### config.mk
export PLATFORM = sky130hd
export DESIGN_NAME = trans_scheduler
export DESIGN_NICKNAME = d
export VERILOG_FILES = /design/src/rtl/trans_scheduler.sv
export SDC_FILE = /design/constraint.sdc
export NUM_CORES = 1
export LEC_CHECK = 0
export ABC_AREA = 1
export CORE_UTILIZATION = 53
export CTS_BUF_LIST = sky130_fd_sc_hd__clkbuf_8
export DETAILED_ROUTE_END_ITERATION = 7
export HOLD_SLACK_MARGIN = 0.12
export PLACE_DENSITY = 0.87
export SYNTH_ARGS = -nofsm -noshare
export SYNTH_HDL_FRONTEND = slang
export SYNTH_SLANG_ARGS = --single-unit
### constraint.sdc
create_clock -name clk_i -period 2 [get_ports clk_i]
set_clock_uncertainty 0.15 [all_clocks]
set_input_delay 0.4 -clock clk_i [delete_from_list [all_inputs] [get_ports clk_i]]
set_output_delay 0.4 -clock clk_i [all_outputs]
set_load 0.005 [all_outputs]
### src/rtl/trans_scheduler.sv
// Burst command sequencer for the memory checker: latches test settings on start and
// issues read/write commands over valid/ready. Option: TRANS_SCHED_RND_ADDR_EN adds the LFSR address mode.
module trans_scheduler #(
   parameter int ADDR_W      = 6,
   parameter int AMM_BURST_W = 11,
   parameter int CNT_W       = 32
) (
   input  logic                   clk_i,
   input  logic                   rst_n_i,
   input  logic                   start_i,
   input  logic                   stop_i,
   input  logic [1:0]             test_mode_i,
   input  logic [2:0]             addr_mode_i,
   input  logic [ADDR_W-1:0]      start_addr_i,
   input  logic [AMM_BURST_W-1:0] burst_cnt_i,
   input  logic [CNT_W-1:0]       trans_cnt_i,
   output logic                   cmd_valid_o,
   input  logic                   cmd_ready_i,
   output logic                   cmd_write_o,
   output logic [ADDR_W-1:0]      cmd_addr_o,
   output logic [AMM_BURST_W-1:0] cmd_burst_o,
   output logic                   busy_o,
   output logic                   done_o
);

   typedef enum logic [1:0] {IDLE, ISSUE, DONE} state_t;

   localparam logic [1:0] MODE_RD  = 2'd1;
   localparam logic [1:0] MODE_WR  = 2'd2;
   localparam logic [1:0] MODE_WAC = 2'd3;

   state_t                 state, state_nxt;
   logic [1:0]             mode_q;
   logic [2:0]             amode_q;
   logic [ADDR_W-1:0]      base_q, inc_q, run_q, addr_sel;
   logic [AMM_BURST_W-1:0] burst_q;
   logic [CNT_W-1:0]       cnt_q, n_q;
   logic                   phase_q, stop_q;
   logic                   start_ok, accept, pair_end, last_n;

   assign start_ok = start_i && (state == IDLE);
   assign accept   = cmd_valid_o && cmd_ready_i;
   // phase_q=1 marks the read half of a write-and-check pair
   assign pair_end = accept && ((mode_q != MODE_WAC) || phase_q);
   assign last_n   = (n_q == cnt_q - CNT_W'(1));

   always_ff @(posedge clk_i or negedge rst_n_i) begin
      if (!rst_n_i) state <= IDLE;
      else          state <= state_nxt;
   end

   always_comb begin
      state_nxt = state;
      case (state)
         IDLE: if (start_ok)
                  state_nxt = (test_mode_i == 2'd0 || trans_cnt_i == '0) ? DONE : ISSUE;
         ISSUE: if (pair_end && (last_n || stop_q || stop_i)) state_nxt = DONE;
         DONE:  state_nxt = IDLE;
         default: state_nxt = IDLE;
      endcase
   end

`ifdef TRANS_SCHED_RND_ADDR_EN
   logic [15:0] lfsr_q;
   always_ff @(posedge clk_i or negedge rst_n_i) begin
      if (!rst_n_i)      lfsr_q <= 16'hACE1;
      else if (start_ok) lfsr_q <= 16'hACE1;
      else if (pair_end) lfsr_q <= {lfsr_q[14:0], lfsr_q[15] ^ lfsr_q[13] ^ lfsr_q[12] ^ lfsr_q[10]};
   end
`endif

   // inc_q tracks start + n*burst and run_q tracks 1 << (n mod ADDR_W) incrementally
   always_ff @(posedge clk_i or negedge rst_n_i) begin
      if (!rst_n_i) begin
         mode_q  <= '0;
         amode_q <= '0;
         base_q  <= '0;
         inc_q   <= '0;
         run_q   <= '0;
         burst_q <= '0;
         cnt_q   <= '0;
         n_q     <= '0;
         phase_q <= 1'b0;
         stop_q  <= 1'b0;
      end else if (start_ok) begin
         mode_q  <= test_mode_i;
         amode_q <= addr_mode_i;
         base_q  <= start_addr_i;
         inc_q   <= start_addr_i;
         run_q   <= ADDR_W'(1);
         burst_q <= (burst_cnt_i == '0) ? AMM_BURST_W'(1) : burst_cnt_i;
         cnt_q   <= trans_cnt_i;
         n_q     <= '0;
         phase_q <= 1'b0;
         stop_q  <= 1'b0;
      end else if (state == ISSUE) begin
         if (stop_i) stop_q <= 1'b1;
         if (pair_end) begin
            phase_q <= 1'b0;
            n_q     <= n_q + CNT_W'(1);
            inc_q   <= inc_q + ADDR_W'(burst_q);
            run_q   <= {run_q[ADDR_W-2:0], run_q[ADDR_W-1]};
         end else if (accept) begin
            phase_q <= 1'b1;
         end
      end
   end

   always_comb begin
      addr_sel = base_q;
      case (amode_q)
`ifdef TRANS_SCHED_RND_ADDR_EN
         3'd1: addr_sel = lfsr_q[ADDR_W-1:0];
`else
         3'd1: addr_sel = inc_q;
`endif
         3'd2: addr_sel = ~run_q;
         3'd3: addr_sel = run_q;
         3'd4: addr_sel = inc_q;
         default: addr_sel = base_q;
      endcase
   end

   assign cmd_valid_o = (state == ISSUE);
   assign cmd_write_o = cmd_valid_o && ((mode_q == MODE_WR) || (mode_q == MODE_WAC && !phase_q));
   assign cmd_addr_o  = cmd_valid_o ? addr_sel : '0;
   assign cmd_burst_o = cmd_valid_o ? burst_q : '0;
   assign busy_o      = (state != IDLE);
   assign done_o      = (state == DONE);

   logic unused_mode;
   assign unused_mode = (mode_q == MODE_RD);

endmodule

# Word level (Yosys, flattened, before mapping)
# Index checks and enable logic that the tools add are counted.
classes:
  shifts: 0
  bitwise_logic: 1
  n_addsub: 3
  magnitude_cmp: 0
  n_div: 0
  multipliers: 0
  mux: 24
  n_reduce_logical: 26
  eq_ne: 12
op_table:
  columns: ["operator", "n"]
  rows:
  - ["$mux W32", 3]
  - ["$mux W6", 7]
  - ["$add A32 B1 Y32 const B", 1]
  - ["$eq A32 B32 Y1", 1]
  - ["$logic_not A32 Y1", 1]
  - ["$sub A32 B1 Y32 const B", 1]
  - ["$mux W11", 2]
  - ["$pmux W6 S3", 1]
  - ["$logic_not A11 Y1", 1]
  - ["$reduce_and A2 Y1", 4]
  - ["$reduce_bool A2 Y1", 4]
  - ["$mux W1", 7]
  - ["$add A6 B6 Y6", 1]
  - ["$eq A2 B2 Y1 const B", 3]
  - ["$eq A3 B2 Y1 const B", 2]
  - ["$logic_and A1 B1 Y1", 6]
  - ["$mux W2", 3]
  - ["$not A6 Y6", 1]
  - ["$logic_or A1 B1 Y1", 5]
  - ["$logic_not A2 Y1", 2]
  - ["$ne A2 B2 Y1 const B", 2]
  - ["$pmux W2 S2", 1]
  - ["$eq A3 B1 Y1 const B", 1]
  - ["$eq A3 B3 Y1 const B", 1]
  - ["5 further kinds", 5]
totals:
  regBits: 102
  ram_bits: 0
  output_inout_bits: 21
  latch_bits: 0
  memories: 0
  in_bits: 59
  mem_bits_ro: 0

# Longest topological paths before layout
# Gate-level depths: netlist of run 1.
depth:
  ltp_word: 7
  ltp_mapped: 17
  mapped_depth_nobuf: 17

# Least setup slack after synthesis of run 1
# Ideal clock, no wire load.
synth_path:
  kind: "register -> register"
  startpoint: "register cnt_q[0]"
  endpoint: "register state[0]"
  synth_period_minus_slack_ns: 1.968
  stages_incl_launch_ff: 18
  slack_ns: 0.032
  required_time_ns: 1.733
  arrival_time_ns: 1.701
  path_cell_list: "dfrtp_1 -> inv_1 -> ha_1 -> nand2_2 -> nor2_8 -> nand2_2 -> nor2_1 -> nand2_1 -> nand2_1 -> nand2_1 -> inv_2 -> nand2_1 -> nor2_1 -> nand3_1 -> nand2_1 -> nand2_2 -> nand2_1 -> nand2_1"
synth_between:
  elab_chain_cells: 7
synth_lines:
  columns: ["item", "line", "source"]
  rows:
  - ["from (decl)", "37", "logic [CNT_W-1:0] cnt_q, n_q;"]
  - ["from (signal assigned)", "92", "cnt_q <= trans_cnt_i;"]
  - ["$sub A32 B1 Y32", "45", "assign last_n = (n_q == cnt_q - CNT_W'(1));"]
  - ["$eq A32 B32 Y1", "45", null]
  - ["$logic_or A1 B1 Y1 (2 in a row)", "57", "ISSUE: if (pair_end && (last_n || stop_q || stop_i)) state_nxt = DONE;"]
  - ["$logic_and A1 B1 Y1", "57", null]
  - ["$ne A2 B1 Y1 (no source line)", null, null]
  - ["$reduce_and A2 Y1 (no source line)", null, null]
  - ["to (signal assigned)", "49", "else state <= state_nxt;"]
  - ["to (decl)", "32", "state_t state, state_nxt;"]
# No other way between the ends.
# A chain may end at the register's enable or synchronous reset.

# Worst setup path after layout of run 1
layout_path:
  startpoint: "register cnt_q[11]"
  endpoint: "register state[0]"
# The elaborated chain is that of the path after synthesis.

==> run_results.csv, run 1 <==
group,metric,value,unit
critical_path,critPathRequiredTime,2.15,ns
min_path,hp-class,"input pin to asynchronous set/reset pin",
global_routing,grt_pass1_wl,32.1,mm
cts,cts-root-buf,"clkbuf_8",
critical_path,cpMostUsedCell,"nand2_1",
critical_path,start_kind,"flip-flop",
critical_path,crit_arrival,2.50,ns
timing,max_freq,426,MHz
pwr,power_frac_comb,60.1,%
finish,fin_nets,1182,
finish,syn2layout_area_growth,43.8,%
place,placement.io_buffers,79,
finish,final_cell_area,0.00938,mm²
critical_path,r2r_start,"cnt_q[11]$_DFFE_PN0P_",
pwr,p_leak,4.54,nW
global_routing,gr-usage-met1,37.0,%
yosys,synth_area,0.00652,mm²
place,place_area,0.00822,mm²
cts,clkSlewWorstSetupHoldPaths,0.11,ns
timing,drv_slew,0,
pwr,p_sw,5.59,mW
critical_path,critPathCaptureType,"flip-flop",
global_routing,busiest_layer,"met2",
critical_path,crit_type,"flip-flop to flip-flop",
timing,slew_headroom,64.4,%
routing,drtIter0Drc,896,
cts,htreeDepth,3,
yosys,synth.largest_area_cell,"dfrtp_1",
routing,postRouteAntennaNets,0,
place,hpwl,13.3,mm
pwr,intPower,6.53,mW
yosys,ys_seq_area_share,39.1,%
place,numPlacedInstances,1202,
routing,dr.pass1.iters,8,
timing,hold_ws,0.293,ns
timing,timing.final.crit_share,117,%
timing,rsz0062_at_grt,"yes",
timing,setup_ws,-0.346,ns
yosys,synth_nets,966,
finish,drive_gt1_share,32.6,%
routing,drc,1,
timing,setup_viol,40,
finish,final_common_cell,"nand2_1",
floorplanning,start_util,54.3,%
cts,insertion_delay,0.40,ns
floorplanning,io_pins,80,
global_routing,grt_pass1_vias,6960,
timing,hold_viol,0,
critical_path,cp_max_fo,4,
floorplanning,dieHeight,113,µm
yosys,synthFlopType,"dfrtp_1",
global_routing,use_met2,55.8,%
global_routing,grt_use_total,32.0,%
pwr,p_clk_share,10.8,%
routing,routed_via_density,6.01,
cts,clockBufferDepth,2,
global_routing,antenna_found_initial,0,
routing,wl,23.5,mm
yosys,syn_area_per_cell,7.25,µm²
finish,final_cell_mix,"nand2_1, buf_4, dfrtp_1",
global_routing,use_met3,7.23,%
global_routing,grt.overflow.total,0,
cts,cts_tree,"done",
floorplanning,die_area,0.0128,mm²
pwr,vdd_ir_drop_max,0.000989,V
floorplanning,die_x,113,µm
yosys,synth.distinct_cells,49,
place,place.gp.congestion,0.963,
cts,cts.sinks,102,
yosys,syn_inst,899,
critical_path,timing.rr.end,"state[0]$_DFFE_PN0P_",
pwr,powerDensity,1290,mW/mm²
critical_path,r2r_slack,-0.35,ns
critical_path,cp_slowest_cell,"dfrtp_1",
yosys,synth_top_area_share,39.1,%
yosys,async_reset_ff_share,100,%
routing,routedWlPerCell,18.5,µm
timing,layout_min_cycle_time,2.35,ns
yosys,synth.area.top_cells,"dfrtp_1, nand2_1, nor2_1",
cts,cts_buffers,9,
floorplanning,coreArea,0.0120,mm²
flow_run,cap_viol_max_count,0,
yosys,yosys_warnings,0,
critical_path,max_stage_delay,0.45,ns
yosys,synth_edf_count,0,
pwr,seq_power_share,29.1,%
run_status,status,"finished with violations",
floorplanning,placementRows,40,
finish,fin_cells,1267,
run_status,violations,"DRC, setup timing",
pwr,switching_share,46.1,%
routing,dr_total_vias,7609,
critical_path,ff2ff_path_depth,14,
critical_path,crit_chain,"nor2_1 > nand2_1 > nor2_1 > nand2_1 > o21ai_1 > nand2_1 > nor2_1 > nand2_1 > nor2_2 > nand3_2 > nand2_2 > nand2_2 > nand2_1 > nand2_1",
yosys,synth_seq_cells,102,
global_routing,grt_max_degree,50,
finish,diodes,0,
timing,worst_pin_slew,0.529,ns
-- state kept, by name, summed over array words and instances (netlist names) --
| signal | count |
|---|---|
| amode_q | 3 |
| base_q | 6 |
| burst_q | 11 |
| cnt_q | 32 |
| inc_q | 6 |
| mode_q | 2 |
| n_q | 32 |
| phase_q | 1 |
| run_q | 6 |
| state | 2 |
| stop_q | 1 |
-- power groups by stage --
stage,Combinational [mW],Clock (mW),Sequential [mW]
2_1_floorplan,3.46,0,3.26
3_3_place_gp,5.46,0,3.40
3_5_place_dp,5.66,0,3.42
4_1_cts,6.26,1.32,3.44
5_1_grt,7.89,1.42,3.58
6_report,7.29,1.31,3.53
-- metrics by stage --
| stage | total power, mW | utilization [%] | worst slack (ns) | TNS (ns) |
|---|---|---|---|---|
| floorplan | 6.72 | - | 0.0320 | 0 |
| finish | 12.1 | 78.1 | -0.346 | -5.13 |
| global placement | 8.86 | 68.4 | -0.313 | -5.77 |
| CTS | 11.0 | 73.2 | -0.292 | -2.45 |
| detailed placement | 9.07 | 68.4 | -0.432 | -7.30 |
| global route | 12.9 | 78.1 | -0.482 | -9.05 |
-- per-layer routing --
layer / up-vias / wire [µm]
met5: - / 0
met4: 0 / 1760
met2: 541 / 11300
met3: 218 / 2290
met1: 3536 / 8150
li1: 3314 / -
-- what timing repair did --
item / CTS / global route
gates resized for setup: 151 / 124
gates cloned: 0 / 1
pin swaps: 56 / 53
buffers inserted: 23 / 27
hold buffers: 1 / 0
hold endpoints to repair: 53 / 0
endpoints found under the setup margin: 29 / 47
-- Yosys cell counts, drive strengths merged, types with 7 or more instances --
cell	instances
inv	100
nor3	18
xor2	18
clkbuf	16
dfrtp	102
nor4	16
nand3b	8
o21ai	51
nand3	34
a31oi	10
a21oi	35
xnor2	20
o21a	7
ha	7
nand4	14
nand2	291
nor2	120
-- area by class of cell --
| cell class | count | area (µm²) |
|---|---|---|
| multi-input cells | 674 | 4060 |
| well taps | 147 | 184 |
| clock buffers | 10 | 138 |
| clock inverters | 6 | 55.1 |
| fillers | 733 | 2630 |
| inverters | 103 | 397 |
| repair buffers | 225 | 1970 |
| flip-flops and latches | 102 | 2570 |
-- logic make-up (layout without fill, tap and decap cells) --
logic type      after synthesis  in the layout  share of synthesized area [%]
buf+inv                     123            344                           7.27
compound gates              119            119                           10.6
flops                       102            102                           39.1
fa+ha+maj                     8              8                           1.65
simple gates                509            509                           36.2
xor+xnor                     38             38                           5.10
-- critical path: cells and delay by family, from the launching register on --
kind / cells / cell delay (ns)
flip-flops: 1 / 0.45
AND/OR/NAND/NOR: 13 / 1.51
AO/OA/AOI/OAI: 1 / 0.15
-- how the worst max path moves through the flow --
stage	from	slack (ns)	end	cells past startpoint
floorplan	cnt_q[0]$_DFFE_PN0P_	0.03	state[0]$_DFFE_PN0P_	17
global placement	trans_cnt_i[13]	-0.31	state[1]$_DFFE_PN0P_	7
detailed placement	cmd_ready_i	-0.43	n_q[15]$_DFFE_PN0P_	14
CTS	amode_q[2]$_DFFE_PN0P_	-0.29	cmd_addr_o[2]	9
global route	cnt_q[11]$_DFFE_PN0P_	-0.48	state[0]$_DFFE_PN0P_	14
finish	cnt_q[11]$_DFFE_PN0P_	-0.35	state[0]$_DFFE_PN0P_	14
No activity file was read; power rests on OpenSTA's default activity.
==> run 2, diff against run 1 <==
CORE_UTILIZATION = 57   (was 53)
CTS_BUF_LIST = not set   (was sky130_fd_sc_hd__clkbuf_8)
PLACE_DENSITY = 0.88   (was 0.87)
clock period = 2.5 ns   (was 2 ns; I/O delays follow)
==> run_results.csv, run 2 (synthesis gave the netlist of run 1 again) <==
group,metric,value,unit
run_status,status,"complete, no violations",
critical_path,timing.rr.end,"state[0]$_DFFE_PN0P_",
min_path,hp-class,"flip-flop to flip-flop",
critical_path,cpMostUsedCell,"inv_2",
pwr,seq_power_share,33.5,%
global_routing,grt_use_total,30.3,%
floorplanning,io_pins,80,
finish,final_common_cell,"nand2_1",
routing,dr_total_vias,6320,
pwr,p_sw,3.68,mW
critical_path,r2r_slack,0.18,ns
timing,drv_slew,0,
floorplanning,start_util,59.4,%
pwr,vdd_ir_drop_max,0.000761,V
critical_path,cp_slowest_cell,"dfrtp_1",
pwr,intPower,4.69,mW
place,placement.io_buffers,79,
critical_path,ff2ff_path_depth,14,
cts,cts-root-buf,"clkbuf_16",
routing,drt-met1-wl,7.05,mm
floorplanning,coreArea,0.0110,mm²
timing,setup_ws,0.0260,ns
routing,wl_met2,8.33,mm
global_routing,grt_pass1_vias,6072,
timing,setup_viol,0,
cts,cts_tree,"done",
finish,fin_cells,1134,
pwr,switching_share,44.0,%
timing,timing.final.crit_share,99.0,%
floorplanning,die_area,0.0119,mm²
routing,wl,16.9,mm
floorplanning,placementRows,38,
finish,final_cell_mix,"nand2_1, dfrtp_1, nor2_1",
pwr,powerDensity,1050,mW/mm²
critical_path,crit_buf_inv,4,
finish,syn2layout_area_growth,22.2,%
cts,cts.sinks,102,
critical_path,crit_start,"amode_q[0]$_DFFE_PN0P_",
timing,max_freq,404,MHz
finish,largestRegisters,"cnt_q: 32 flops, n_q: 32 flops, burst_q: 11 flops",
routing,routedWlPerCell,14.9,µm
critical_path,crit_chain,"nor2_2 > inv_2 > nand3_2 > inv_2 > buf_4 > a221oi_2 > a21oi_1 > dlygate4sd2_1",
routing,routed_via_density,5.57,
routing,postRouteAntennaNets,0,
critical_path,crit_type,"flip-flop to primary output",
finish,diodes,0,
critical_path,start_kind,"flip-flop",
routing,drc,0,
routing,drtIter0Drc,505,
timing,worst_pin_slew,0.577,ns
place,place.gp.congestion,0.949,
routing,maxUsedRoutingLayer,"met4",
pwr,p_leak,3.74,nW
global_routing,grt.overflow.total,0,
global_routing,grt_pass1_wl,28.0,mm
cts,insertion_delay,0.36,ns
critical_path,max_stage_delay,0.41,ns
critical_path,critPathRequiredTime,1.85,ns
cts,htreeDepth,3,
place,hpwl,12.3,mm
timing,layout_min_cycle_time,2.47,ns
place,pre_cts_slack,-0.0111,ns
critical_path,r2r_start,"cnt_q[0]$_DFFE_PN0P_",
timing,hold_ws,0.345,ns
cts,clockBufferDepth,2,
routing,wl_met3,1.07,mm
critical_path,crit_family,"buffers and inverters",
timing,slew_headroom,61.6,%
global_routing,antenna_found_initial,0,
critical_path,cp_max_fo,6,
critical_path,cp.depth,8,
critical_path,crit_end,"cmd_addr_o[0]",
critical_path,critPathCaptureType,"primary output",
timing,hold_viol,0,
timing,rsz0062_at_grt,"yes",
global_routing,grt_max_degree,71,
pwr,power_frac_comb,48.6,%
cts,clkSlewWorstSetupHoldPaths,0.08,ns
place,numPlacedInstances,1114,
pwr,total_power,8.37,mW
floorplanning,dieHeight,109,µm
pwr,p_clk_share,18.0,%
cts,cts_buffers,9,
finish,fin_nets,1056,
critical_path,crit_arrival,1.82,ns
floorplanning,die_x,109,µm
flow_run,cap_viol_max_count,0,
routing,dr.pass1.iters,6,
finish,utilization,72.5,%
finish,drive_gt1_share,11.4,%
run 2: how the worst min path moves through the flow:
| stage | start | endpoint | slack, ns | cells past startpoint |
|---|---|---|---|---|
| detailed placement | base_q[3]$_DFFE_PN0P_ | base_q[3]$_DFFE_PN0P_ | 0.33 | 2 |
| floorplan | rst_n_i | amode_q[0]$_DFFE_PN0P_ | 0.05 | 0 |
| finish | base_q[3]$_DFFE_PN0P_ | base_q[3]$_DFFE_PN0P_ | 0.35 | 2 |
| global route | base_q[4]$_DFFE_PN0P_ | base_q[4]$_DFFE_PN0P_ | 0.37 | 2 |
| CTS | base_q[3]$_DFFE_PN0P_ | base_q[3]$_DFFE_PN0P_ | 0.35 | 2 |
| global placement | base_q[1]$_DFFE_PN0P_ | base_q[1]$_DFFE_PN0P_ | 0.32 | 2 |
run 2: routing by layer:
metal	vias to the layer above	global-route usage, %
li1	3064	-
met1	2967	37.8
met2	247	52.4
met3	42	5.02
met4	0	11.8
met5	-	0
run 2: worst register-to-register path, stage by stage, from the launching register on:
cell and delay, ns:
dfrtp_1 0.40, inv_1 0.11, ha_2 0.23, nand2_2 0.11, nor2_8 0.19, nand2_2 0.11, xor2_1 0.15, nor2_1 0.09
nand3b_1 0.08, nor2_1 0.12, nand3_1 0.16, nand2_1 0.11, nand2_2 0.07, nand2_1 0.07, nand2_1 0.05
run 2: timing repair:
action,in CTS,in global routing
resized for setup,9,22
endpoints found under the setup margin,6,10
hold endpoints to repair,41,0
hold buffers,1,0
gates cloned,0,0
buffers inserted,1,2
pin swaps,1,5
run 2: power by group through the flow:
stage          combinational (mW)  clock (mW)  sequential [mW]
3_5_place_dp                 3.87           0             2.79
3_3_place_gp                 3.74           0             2.77
6_report                     4.06        1.50             2.80
5_1_grt                      4.58        1.57             2.86
2_1_floorplan                2.77           0             2.61
4_1_cts                      3.93        1.50             2.77
run 2: stage by stage:
stage | instance area, µm² | TNS [ns]
6_report | 7970 | 0
5_1_grt | 7970 | -0.0966
4_1_cts | 7910 | -0.331
3_5_place_dp | 7560 | -0.0167
3_3_place_gp | 7560 | -0.0562
2_1_floorplan | 6520 | 0
run 2: layout make-up:
type,count,area [µm²]
Fill cell,813,3020
Inverter,103,392
Clock buffer,9,225
Multi-Input combinational cell,674,3550
Tap cell,140,175
Sequential cell,102,2550
Timing Repair Buffer,99,976
Clock inverter,7,92.6
==> RTL edit: new RTL, settings of run 2 <==
The parameter `ADDR_W` goes from 6 to 4.
--- a/src/rtl/trans_scheduler.sv
+++ b/src/rtl/trans_scheduler.sv
@@ -2,5 +2,5 @@
 // issues read/write commands over valid/ready. Option: TRANS_SCHED_RND_ADDR_EN adds the LFSR address mode.
 module trans_scheduler #(
-   parameter int ADDR_W      = 6,
+   parameter int ADDR_W      = 4,
    parameter int AMM_BURST_W = 11,
    parameter int CNT_W       = 32
Interface: changed (resized cmd_addr_o and start_addr_i); port bits go from 80 to 76. The function was not compared with the original's and may differ.
==> RTL edit against run 2 <==
- the flow now finishes with violations (setup timing)
- core utilization is 0.59 points lower
- total power is 12% lower
- sequential cell count is 6 lower
- count of clock-buffer cells in the layout is 3 higher
- setup slack worse by 0.049 ns
- routed wire length hardly changed
- cell count is 3.4% lower
- fmax is 1.9% lower
- design area is 7.6% lower
- area after synthesis is 8.3% lower
- first-iteration DRC count is 1.2% lower
- largest power group unchanged
- highest routed layer unchanged
==> RTL edit: results (changes against run 2) <==
- Result of the run: finished with violations
* Failing checks: setup timing
- The area share of fa/ha/maj cells after synthesis came to 1.38% (-0.27 points).
* Arrival time of data at the critical path endpoint: 1.87 ns (+0.05 ns)
* Average detailed-routed wire length per instance: 15.5 um (+3.6%)
- The final layout net count came to 1,017 (-3.7%).
- TAP cells: 136 (-2.9%)
- Largest cells by area after synthesis: sky130_fd_sc_hd__dfrtp_1 40%, sky130_fd_sc_hd__nand2_1 18%, sky130_fd_sc_hd__nor2_1 7.3%
- The slack of the critical path was -0.0231 ns (-0.0491 ns).
- The detailed-route via count came to 6,187 (-2.1%).
- The overall track demand over capacity in global routing is 31.9% (+1.5 points).
- Number of global-route vias before repair: 5,829 (-4.0%)
- The clock network contribution to total cell area was 2.36% (-1.6 points).
* Placer Congestion: 0.924 (-2.7%)
- Number of iterations in the first detailed-routing pass: 5 (-1)
* Dpl hpwl: 12,300 um (-0.15%)
- The total area of multi-input combinational cells came to 0.00320 mm^2 (-9.9%).
- Non-Clock Buffer Area Fraction: 13.7% (+1.4 points)
- The number of nets in the synthesized netlist came to 922 (-4.6%).
- The number of clock buffer instances in the layout is 12 (+3).
- Share of final-layout standard cells stronger than drive strength 1: 9.70% (-1.7 points)
* Setup TNS Final: -0.0231 ns (-0.0231 ns)
- The count of input and output buffers is 75 (-5.1%).
- Root cell of the clock tree: sky130_fd_sc_hd__clkbuf_8
* Max Fanout on Critical Path: 5 (-1)
* Power density normalized to cell area: 1000 mW/mm^2 (-4.7%)
- Normalized max-slew margin: 63.5% (+2.0 points)
- The total of fill cells in the finished design came to 780 (-4.1%).
- Fraction of the mapped netlist area in compound gates: 9.70% (-0.89 points)
* Post-cts repair resize count: 23 (+14)
* Count of final setup violators: 1 (+1)
* Xor/xnor share of the synthesized area: 5.27% (+0.17 points)
- Sequential share of the synthesized area: 40.2% (+1.0 points)
* Register Area: 0.00240 mm^2 (-5.9%)
- Count of cells along the worst register-to-register path: 16 (+2)
* Count of mapped cells out of synthesis: 859 (-4.4%)
- The tightest hold margin was 0.349 ns (+0.00393 ns).
* Maximum VDD drop: 0.877 mV (+15%)
* Non-filler instance count after layout: 1,095 (-3.4%)
- The placement-stage worst setup slack came to -0.0980 ns (-0.0869 ns).
* Detailed router's first-iteration violation count: 499 (-1.2%)
-- RTL edit: per-layer routing --
| layer | GRT usage [%] | vias to the layer above | part of all wire [%] | wire (um) |
|---|---|---|---|---|
| met5 | 0 | - | 0 | 0 |
| met3 | 3.45 | 75 | 5.9 | 998 |
| met2 | 54.1 | 289 | 50 | 8390 |
| met4 | 17.3 | 0 | 4.4 | 748 |
| li1 | - | 2927 | - | - |
| met1 | 39.8 | 2896 | 40 | 6790 |
-- RTL edit: logic make-up (layout without fill, tap and decap cells) --
kind of cell,count (synthesis),count (layout)
simple gates,494,494
buf+inv,129,229
compound gates,98,98
flops,96,96
xor+xnor,36,36
fa+ha+maj,6,6
-- RTL edit: power breakdown --
part | switching, mW | internal (mW) | total [mW]
combinational | 2.21 | 1.52 | 3.73
clock | 0.544 | 0.392 | 0.936
sequential | 0.625 | 2.08 | 2.70
total | 3.38 | 3.98 | 7.37
